**src/rtl/i2c_pkg.sv**
```systemverilog
// Shared I2C definitions: FSM encoding, bit-count constants and the
// PCF8574 default address also used by the LCD write path.
package i2c_pkg;

  localparam int unsigned DATA_BITS = 8;
  localparam int unsigned ACK_BIT   = 9;

  localparam logic [3:0] LAST_BIT = 4'(DATA_BITS - 1);
  localparam logic [3:0] ACK_POS  = 4'(ACK_BIT - 1);

  localparam logic [6:0] PCF8574_ADDR = 7'h27;

  typedef enum logic [2:0] {
    S_IDLE,
    S_ADDR,
    S_ADDR_ACK,
    S_WR_DATA,
    S_WR_ACK,
    S_RD_DATA,
    S_RD_ACK,
    S_IGNORE
  } state_t;

endpackage

```
**src/rtl/i2c_line_filter.sv**
```systemverilog
// Two-flop synchronizer plus FILT-sample glitch filter for one bus line,
// with registered rise/fall pulses on the accepted level.
module i2c_line_filter #(
  parameter int unsigned FILT = 3
) (
  input  logic clk,
  input  logic rst,
  input  logic i_line,
  output logic o_level,
  output logic o_rise,
  output logic o_fall
);

  localparam int unsigned CW = (FILT > 1) ? $clog2(FILT) : 1;
  localparam logic [CW-1:0] LAST = CW'(FILT - 1);

  logic [1:0]    r_sync;
  logic [CW-1:0] r_cnt;
  logic          r_level;
  logic          r_rise;
  logic          r_fall;

  always_ff @(posedge clk) begin
    if (rst) begin
      r_sync  <= 2'b11;
      r_cnt   <= '0;
      r_level <= 1'b1;
      r_rise  <= 1'b0;
      r_fall  <= 1'b0;
    end else begin
      r_sync <= {r_sync[0], i_line};
      r_rise <= 1'b0;
      r_fall <= 1'b0;
      // A new level is accepted only after FILT consecutive samples.
      if (r_sync[1] == r_level) begin
        r_cnt <= '0;
      end else if (r_cnt == LAST) begin
        r_level <= r_sync[1];
        r_rise  <= r_sync[1];
        r_fall  <= ~r_sync[1];
        r_cnt   <= '0;
      end else begin
        r_cnt <= r_cnt + CW'(1);
      end
    end
  end

  assign o_level = r_level;
  assign o_rise  = r_rise;
  assign o_fall  = r_fall;

endmodule

```
**src/rtl/i2c_expander_target.sv**
```systemverilog
// PCF8574-style I2C target: address match, ACK, parallel write port
// and parallel read port returned on read transfers.
module i2c_expander_target
  import i2c_pkg::*;
#(
  parameter logic [6:0]  ADDR = PCF8574_ADDR,
  parameter int unsigned FILT = 3
) (
  input  logic       clk,
  input  logic       rst,
  input  logic       scl,
  input  logic       sda_i,
  output logic       sda_oe,
  input  logic [7:0] port_in,
  output logic [7:0] port_out,
  output logic       wr_strobe,
  output logic       rd_strobe,
  output logic       busy
);

  logic w_scl;
  logic w_scl_rise;
  logic w_scl_fall;
  logic w_sda;
  logic w_sda_rise;
  logic w_sda_fall;
  logic w_start;
  logic w_stop;

  i2c_line_filter #(.FILT(FILT)) u_scl (
    .clk     (clk),
    .rst     (rst),
    .i_line  (scl),
    .o_level (w_scl),
    .o_rise  (w_scl_rise),
    .o_fall  (w_scl_fall)
  );

  i2c_line_filter #(.FILT(FILT)) u_sda (
    .clk     (clk),
    .rst     (rst),
    .i_line  (sda_i),
    .o_level (w_sda),
    .o_rise  (w_sda_rise),
    .o_fall  (w_sda_fall)
  );

  assign w_start = w_sda_fall & w_scl;
  assign w_stop  = w_sda_rise & w_scl;

  state_t     r_state;
  logic [3:0] r_cnt;
  logic [7:0] r_shift;
  logic [7:0] r_tx;
  logic       r_rw;
  logic       r_ackd;
  logic       r_oe;
  logic [7:0] r_port_out;
  logic       r_wr;
  logic       r_rd;
  logic       r_busy;

  always_ff @(posedge clk) begin
    if (rst) begin
      r_state    <= S_IDLE;
      r_cnt      <= '0;
      r_shift    <= '0;
      r_tx       <= '0;
      r_rw       <= 1'b0;
      r_ackd     <= 1'b0;
      r_oe       <= 1'b0;
      r_port_out <= 8'hFF;
      r_wr       <= 1'b0;
      r_rd       <= 1'b0;
      r_busy     <= 1'b0;
    end else begin
      r_wr <= 1'b0;
      r_rd <= 1'b0;
      if (w_start) begin
        r_state <= S_ADDR;
        r_cnt   <= '0;
        r_oe    <= 1'b0;
        r_busy  <= 1'b0;
      end else if (w_stop) begin
        r_state <= S_IDLE;
        r_cnt   <= '0;
        r_oe    <= 1'b0;
        r_busy  <= 1'b0;
      end else begin
        case (r_state)
          S_ADDR: begin
            if (w_scl_rise) begin
              r_shift <= {r_shift[6:0], w_sda};
              r_cnt   <= r_cnt + 4'd1;
              if (r_cnt == LAST_BIT) begin
                r_cnt <= '0;
                r_rw  <= w_sda;
                if (r_shift[6:0] == ADDR) begin
                  r_state <= S_ADDR_ACK;
                  r_busy  <= 1'b1;
                end else begin
                  r_state <= S_IGNORE;
                end
              end
            end
          end
          // r_oe doubles as the ACK phase flag: 0 on entry.
          S_ADDR_ACK: begin
            if (w_scl_fall) begin
              if (!r_oe) begin
                r_oe <= 1'b1;
              end else if (r_rw) begin
                r_tx    <= {port_in[6:0], 1'b0};
                r_oe    <= ~port_in[7];
                r_rd    <= 1'b1;
                r_cnt   <= 4'd1;
                r_ackd  <= 1'b0;
                r_state <= S_RD_DATA;
              end else begin
                r_oe    <= 1'b0;
                r_state <= S_WR_DATA;
              end
            end
          end
          S_WR_DATA: begin
            if (w_scl_rise) begin
              r_shift <= {r_shift[6:0], w_sda};
              r_cnt   <= r_cnt + 4'd1;
              if (r_cnt == LAST_BIT) begin
                r_port_out <= {r_shift[6:0], w_sda};
                r_wr       <= 1'b1;
                r_cnt      <= '0;
                r_state    <= S_WR_ACK;
              end
            end
          end
          S_WR_ACK: begin
            if (w_scl_fall) begin
              if (!r_oe) begin
                r_oe <= 1'b1;
              end else begin
                r_oe    <= 1'b0;
                r_state <= S_WR_DATA;
              end
            end
          end
          S_RD_DATA: begin
            if (w_scl_fall) begin
              if (r_cnt == ACK_POS) begin
                r_oe    <= 1'b0;
                r_cnt   <= '0;
                r_ackd  <= 1'b0;
                r_state <= S_RD_ACK;
              end else begin
                r_oe  <= ~r_tx[7];
                r_tx  <= {r_tx[6:0], 1'b0};
                r_cnt <= r_cnt + 4'd1;
              end
            end
          end
          S_RD_ACK: begin
            if (w_scl_rise) begin
              if (w_sda) begin
                r_state <= S_IGNORE;
                r_busy  <= 1'b0;
              end else begin
                r_ackd <= 1'b1;
              end
            end else if (w_scl_fall && r_ackd) begin
              r_tx    <= {port_in[6:0], 1'b0};
              r_oe    <= ~port_in[7];
              r_rd    <= 1'b1;
              r_cnt   <= 4'd1;
              r_ackd  <= 1'b0;
              r_state <= S_RD_DATA;
            end
          end
          default: begin
          end
        endcase
      end
    end
  end

  assign sda_oe    = r_oe;
  assign port_out  = r_port_out;
  assign wr_strobe = r_wr;
  assign rd_strobe = r_rd;
  assign busy      = r_busy;

endmodule
```
**config.mk**
```make
export PLATFORM = sky130hd
export DESIGN_NAME = i2c_expander_target
export DESIGN_NICKNAME = d
export VERILOG_FILES = /design/src/rtl/i2c_pkg.sv /design/src/rtl/i2c_line_filter.sv /design/src/rtl/i2c_expander_target.sv
export SDC_FILE = /design/constraint.sdc
export NUM_CORES = 1
export LEC_CHECK = 0
export CORE_ASPECT_RATIO = 0.6
export CORE_MARGIN = 5
export CORE_UTILIZATION = 45
export CTS_BUF_LIST = sky130_fd_sc_hd__clkbuf_4 sky130_fd_sc_hd__clkbuf_8
export CTS_CLUSTER_DIAMETER = 120
export DETAILED_ROUTE_END_ITERATION = 10
export GPL_TIMING_DRIVEN = 0
export PLACE_DENSITY = 0.69
export SETUP_SLACK_MARGIN = 0.1
export SLEW_MARGIN = 5
export SYNTH_ARGS = -nofsm -noshare
export SYNTH_HDL_FRONTEND = slang
export SYNTH_SLANG_ARGS = --single-unit
```
**constraint.sdc**
```tcl
create_clock -name clk -period 1.9 [get_ports clk]
set_input_delay 0.38 -clock clk [delete_from_list [all_inputs] [get_ports clk]]
set_output_delay 0.38 -clock clk [all_outputs]
set_load 0.005 [all_outputs]
```
==> results.txt <==
The total count of hold-check failures in the final report is 0. The delay contributed by the slowest stage of the critical path is around 0.40 ns. In this run the most critical hold path is launched from u_sda.r_sync[0]$_SDFF_PP1_.

The most used routing layer is met1. The post-synthesis average cell area is about 8.9 sq um. Traced cell by cell, the critical path runs through inv_1, ha_1, nand3b_1, nand2_2, o211a_1, or4_1, a21oi_1. The critical-path maximum fanout came out at 4. The count of final max-slew check failures is 0.

The tree is rooted in a clkbuf_8. The leakage power is 1.06 nW. The fraction of final layout cells with drive strength greater than 1 is roughly 17%. The overall fraction of global-route tracks in use is roughly 16%. In the finished design, the share of the clock period the worst path needs comes to 94.4%. The diode insertion count for antenna repair is 0. Relative to the synthesized area, the layout overhead comes to 23.7%. The sequential element share of the synthesized area came out at around two fifths. The routability congestion estimate from global placement is between 0.9 and 1.

In this run the register-to-register setup slack is between 0.1 and 0.15 ns. The startpoint of the lowest-slack register-to-register path is r_cnt[0]$_SDFFE_PP0P_. After the flow finishes, the layout carries non-filler instances totaling 371. The effective utilization at floorplan came out at 46.8%. Setup violations remaining at the end of the flow were counted as 0.

STA classifies the critical path endpoint as a flip-flop. In this run the critical register-to-register path is captured at sda_oe$_SDFFE_PP0P_. The total of warnings raised by yosys is 0. For this run, the leading register cell type out of synthesis is dfxtp_1. The clock-pin slew on the worst setup and hold paths is 0.09 ns.

The peak clock frequency supported by timing is 0.558 GHz. The initial DRC count came out at 114. The number of standard-cell rows in the floorplan came out at 20. Yosys mapped the design onto 55 distinct sky130hd cell types.

The top cell types in the final layout, fill and taps aside, are dfxtp_1 (44), nand2_1 (29), nor2_1 (24), clkdlybuf4s50_1 (23), a21oi_1 (15). The max-cap violation count is 0. The final critical delay including setup and external delays came out at 1.79 ns. The initial antenna violation count came out at 0. The path with the worst hold slack has its endpoint at u_sda.r_sync[1]$_SDFF_PP1_.

The endpoint required time on the critical path came out at 2.13 ns. The half-perimeter wire length of the detailed placement result is 3700 um. The number of buffers and inverters on the critical path is 1.

The number of buffers inserted during clock tree synthesis came out at 5. The routed wire length per instance came out at 14.8 um. The nature of the critical path startpoint is a flip-flop. For this block, the routed nets add up to between 5000 and 6000 um of wire. The global-route wire length before repair is 8910 um.

The met3 usage came out at 4.49%. The fraction of met2 tracks used by global routing came out at between 20% and 30%. The total of fill cells in the finished design came out at 458. Counting instances, the worst hold path has a depth of 1. The worst setup path is of the flip-flop to flip-flop kind.

The H-tree generated during clock tree synthesis spans 2 levels. In the routed layout, each cell is associated on average with a via count of 5.46. The worst IR drop on VDD came out at approximately 300 uV. The placeable core region came out at 5080 sq um. The class of the most critical hold timing path is flip-flop to flip-flop. The global route total overflow came out at 0. The cell area after technology mapping is 2380 sq um. The count of boundary I/O pins is 24. The final core utilization is between 50 and 60%. The number of cell instances on the worst register-to-register path came out at 7. In this run the deepest clock path goes through 2 buffers. The finished cells cover 2940 sq um. The data arrival time of the critical path is 2.02 ns. After detailed routing, the number of remaining DRC violations is 0. Setup repair after global routing could not meet its margin everywhere. The number of nets with antenna violations after routing came out at 0. The die width came out at between 100 and 150 um. At the pin with the least slew margin, the transition time is 0.555 ns.

The chip height came out at between 60 and 70 um. The synthesized instance count is 267. The run finished with clean final reports. The later pin in the worst-skew pair is clocked with a latency of 0.31 ns.

The cell area after placement came out at 2690 sq um. The pre-CTS worst setup slack came out at -0.0173 ns. On the critical path the largest part of the delay comes from simple AND/OR/NAND/NOR gates. The detailed router placed 2024 vias in this run. For this design the ratio of total power to cell area is a little under 600 nW/um^2. In this run the tool buffered the top-level ports with 23 buffer cells. The tightest slew margin relative to the limit is a little over three fifths. The post-route worst setup slack is around 0.11 ns.

The first-pass iteration count of the detailed router came out at 4. The floorplan die area came out at 6880 sq um. The flop and latch count out of synthesis is 49. The final net count came out at 320.

CTS saw around 50 sinks. Entering global routing, the biggest net connects 16 pins. Global routing used 23.2% of the available met1 tracks.

The share of synthesized registers carrying an async set or reset is 0%. The commonest non-fill, non-tap cell in the layout is dfxtp_1. Yosys mapped a number of flops with a built-in enable equal to 0. Counting every net in the synthesized netlist gives 283. The slowest stage of the critical path is the or4_1 cell. The via count of the first global-routing pass is 1841. TritonCTS built the clock tree. The total instance count after detailed placement is 356. On the final layout, the worst clock skew is a little over 0.009 ns.
registers in the layout, summed over array words and instances, names as in the netlist, 3 cells and up:
register	cells
r_shift	7
r_cnt	4
r_state	3
r_tx	7
port_out	8
worst max path at each step:
stage                                  from                  endpoint  slack [ns]  cells past startpoint
floorplan           r_state[2]$_SDFFE_PP0P_  port_out[6]$_SDFFE_PP1P_        0.26                      7
detailed placement                      rst      r_tx[4]$_SDFFE_PP0P_       -0.02                      4
global placement                        rst      r_tx[7]$_SDFFE_PP0P_      -0.009                      4
CTS                 r_state[0]$_SDFFE_PP0P_   r_state[0]$_SDFFE_PP0P_        0.06                      7
global route          r_cnt[0]$_SDFFE_PP0P_       sda_oe$_SDFFE_PP0P_        0.06                      7
finish                r_cnt[0]$_SDFFE_PP0P_       sda_oe$_SDFFE_PP0P_        0.11                      7
cells in the mapped netlist, types with 3 or more instances:
library cell / count / area share, %
nor3_1: 3 / 0.63
and3_1: 4 / 1.1
nor2b_1: 13 / 3.4
a211o_1: 11 / 4.1
nor2_1: 24 / 3.8
mux2i_1: 5 / 2.1
or2_2: 4 / 1.1
dfxtp_1: 49 / 41
or4_1: 3 / 0.95
nand2b_1: 4 / 1.1
nand2_1: 29 / 4.6
a211oi_1: 3 / 0.95
or3_1: 3 / 0.79
nand3_1: 4 / 0.84
ha_1: 4 / 2.1
inv_1: 9 / 1.4
nor4_1: 3 / 0.79
buf_4: 6 / 1.9
a311oi_1: 6 / 2.2
nor4bb_1: 4 / 1.7
clkbuf_1: 8 / 1.3
nand3b_1: 4 / 1.3
a21oi_1: 15 / 3.2
o21ai_0: 14 / 2.9
where the power goes:
group          switching (mW)  internal, mW  total (mW)
logic                  0.0266        0.0301      0.0568
registers             0.00301          1.03        1.03
clock network           0.350         0.295       0.646
routing by layer:
layer	vias up	share of wire (%)
li1	1024	-
met1	930	51
met2	64	40
met3	6	7.6
met4	0	1.3
met5	-	0
timing repair:
| item | in CTS | in global routing |
|---|---|---|
| pin swaps | 2 | 10 |
| gates cloned | 0 | 0 |
| setup buffers | 2 | 5 |
| hold buffers | 0 | 0 |
| gates resized for setup | 4 | 21 |
| setup endpoints to repair | 15 | 20 |
layout make-up:
cell class / count / area, sq um / share of cell area [%]
multi-input cells: 192 / 1330 / 45.4
inverters: 9 / 33.8 / 1.15
flip-flops and latches: 49 / 990 / 33.7
well taps: 66 / 82.6 / 2.81
repair buffers: 30 / 283 / 9.62
clock buffers: 6 / 82.6 / 2.81
plain buffers: 17 / 120 / 4.09
clock inverters: 2 / 13.8 / 0.468
metrics by stage:
stage / total power, mW / hold slack (ns) / setup TNS (ns)
global route: 1.81 / 0.440 / 0
CTS: 1.76 / 0.418 / 0
floorplan: 1.08 / 0.389 / 0
detailed placement: 1.11 / 0.396 / -0.0510
global placement: 1.11 / 0.392 / -0.0193
finish: 1.74 / 0.417 / 0
logic make-up (layout without fill, tap and decap cells):
| group | Yosys count | in the layout | synth area share [%] |
|---|---|---|---|
| and+or+nand+nor | 114 | 114 | 26.8 |
| AOI/OAI and AO/OA | 66 | 66 | 20.9 |
| DFF | 49 | 49 | 41.3 |
| buffers and inverters | 26 | 64 | 5.74 |
| muxes | 5 | 5 | 2.11 |
| adders and majority gates | 4 | 4 | 2.11 |
| xor gates and xnor gates | 3 | 3 | 1.11 |
(Power assumes the default switching activity.)
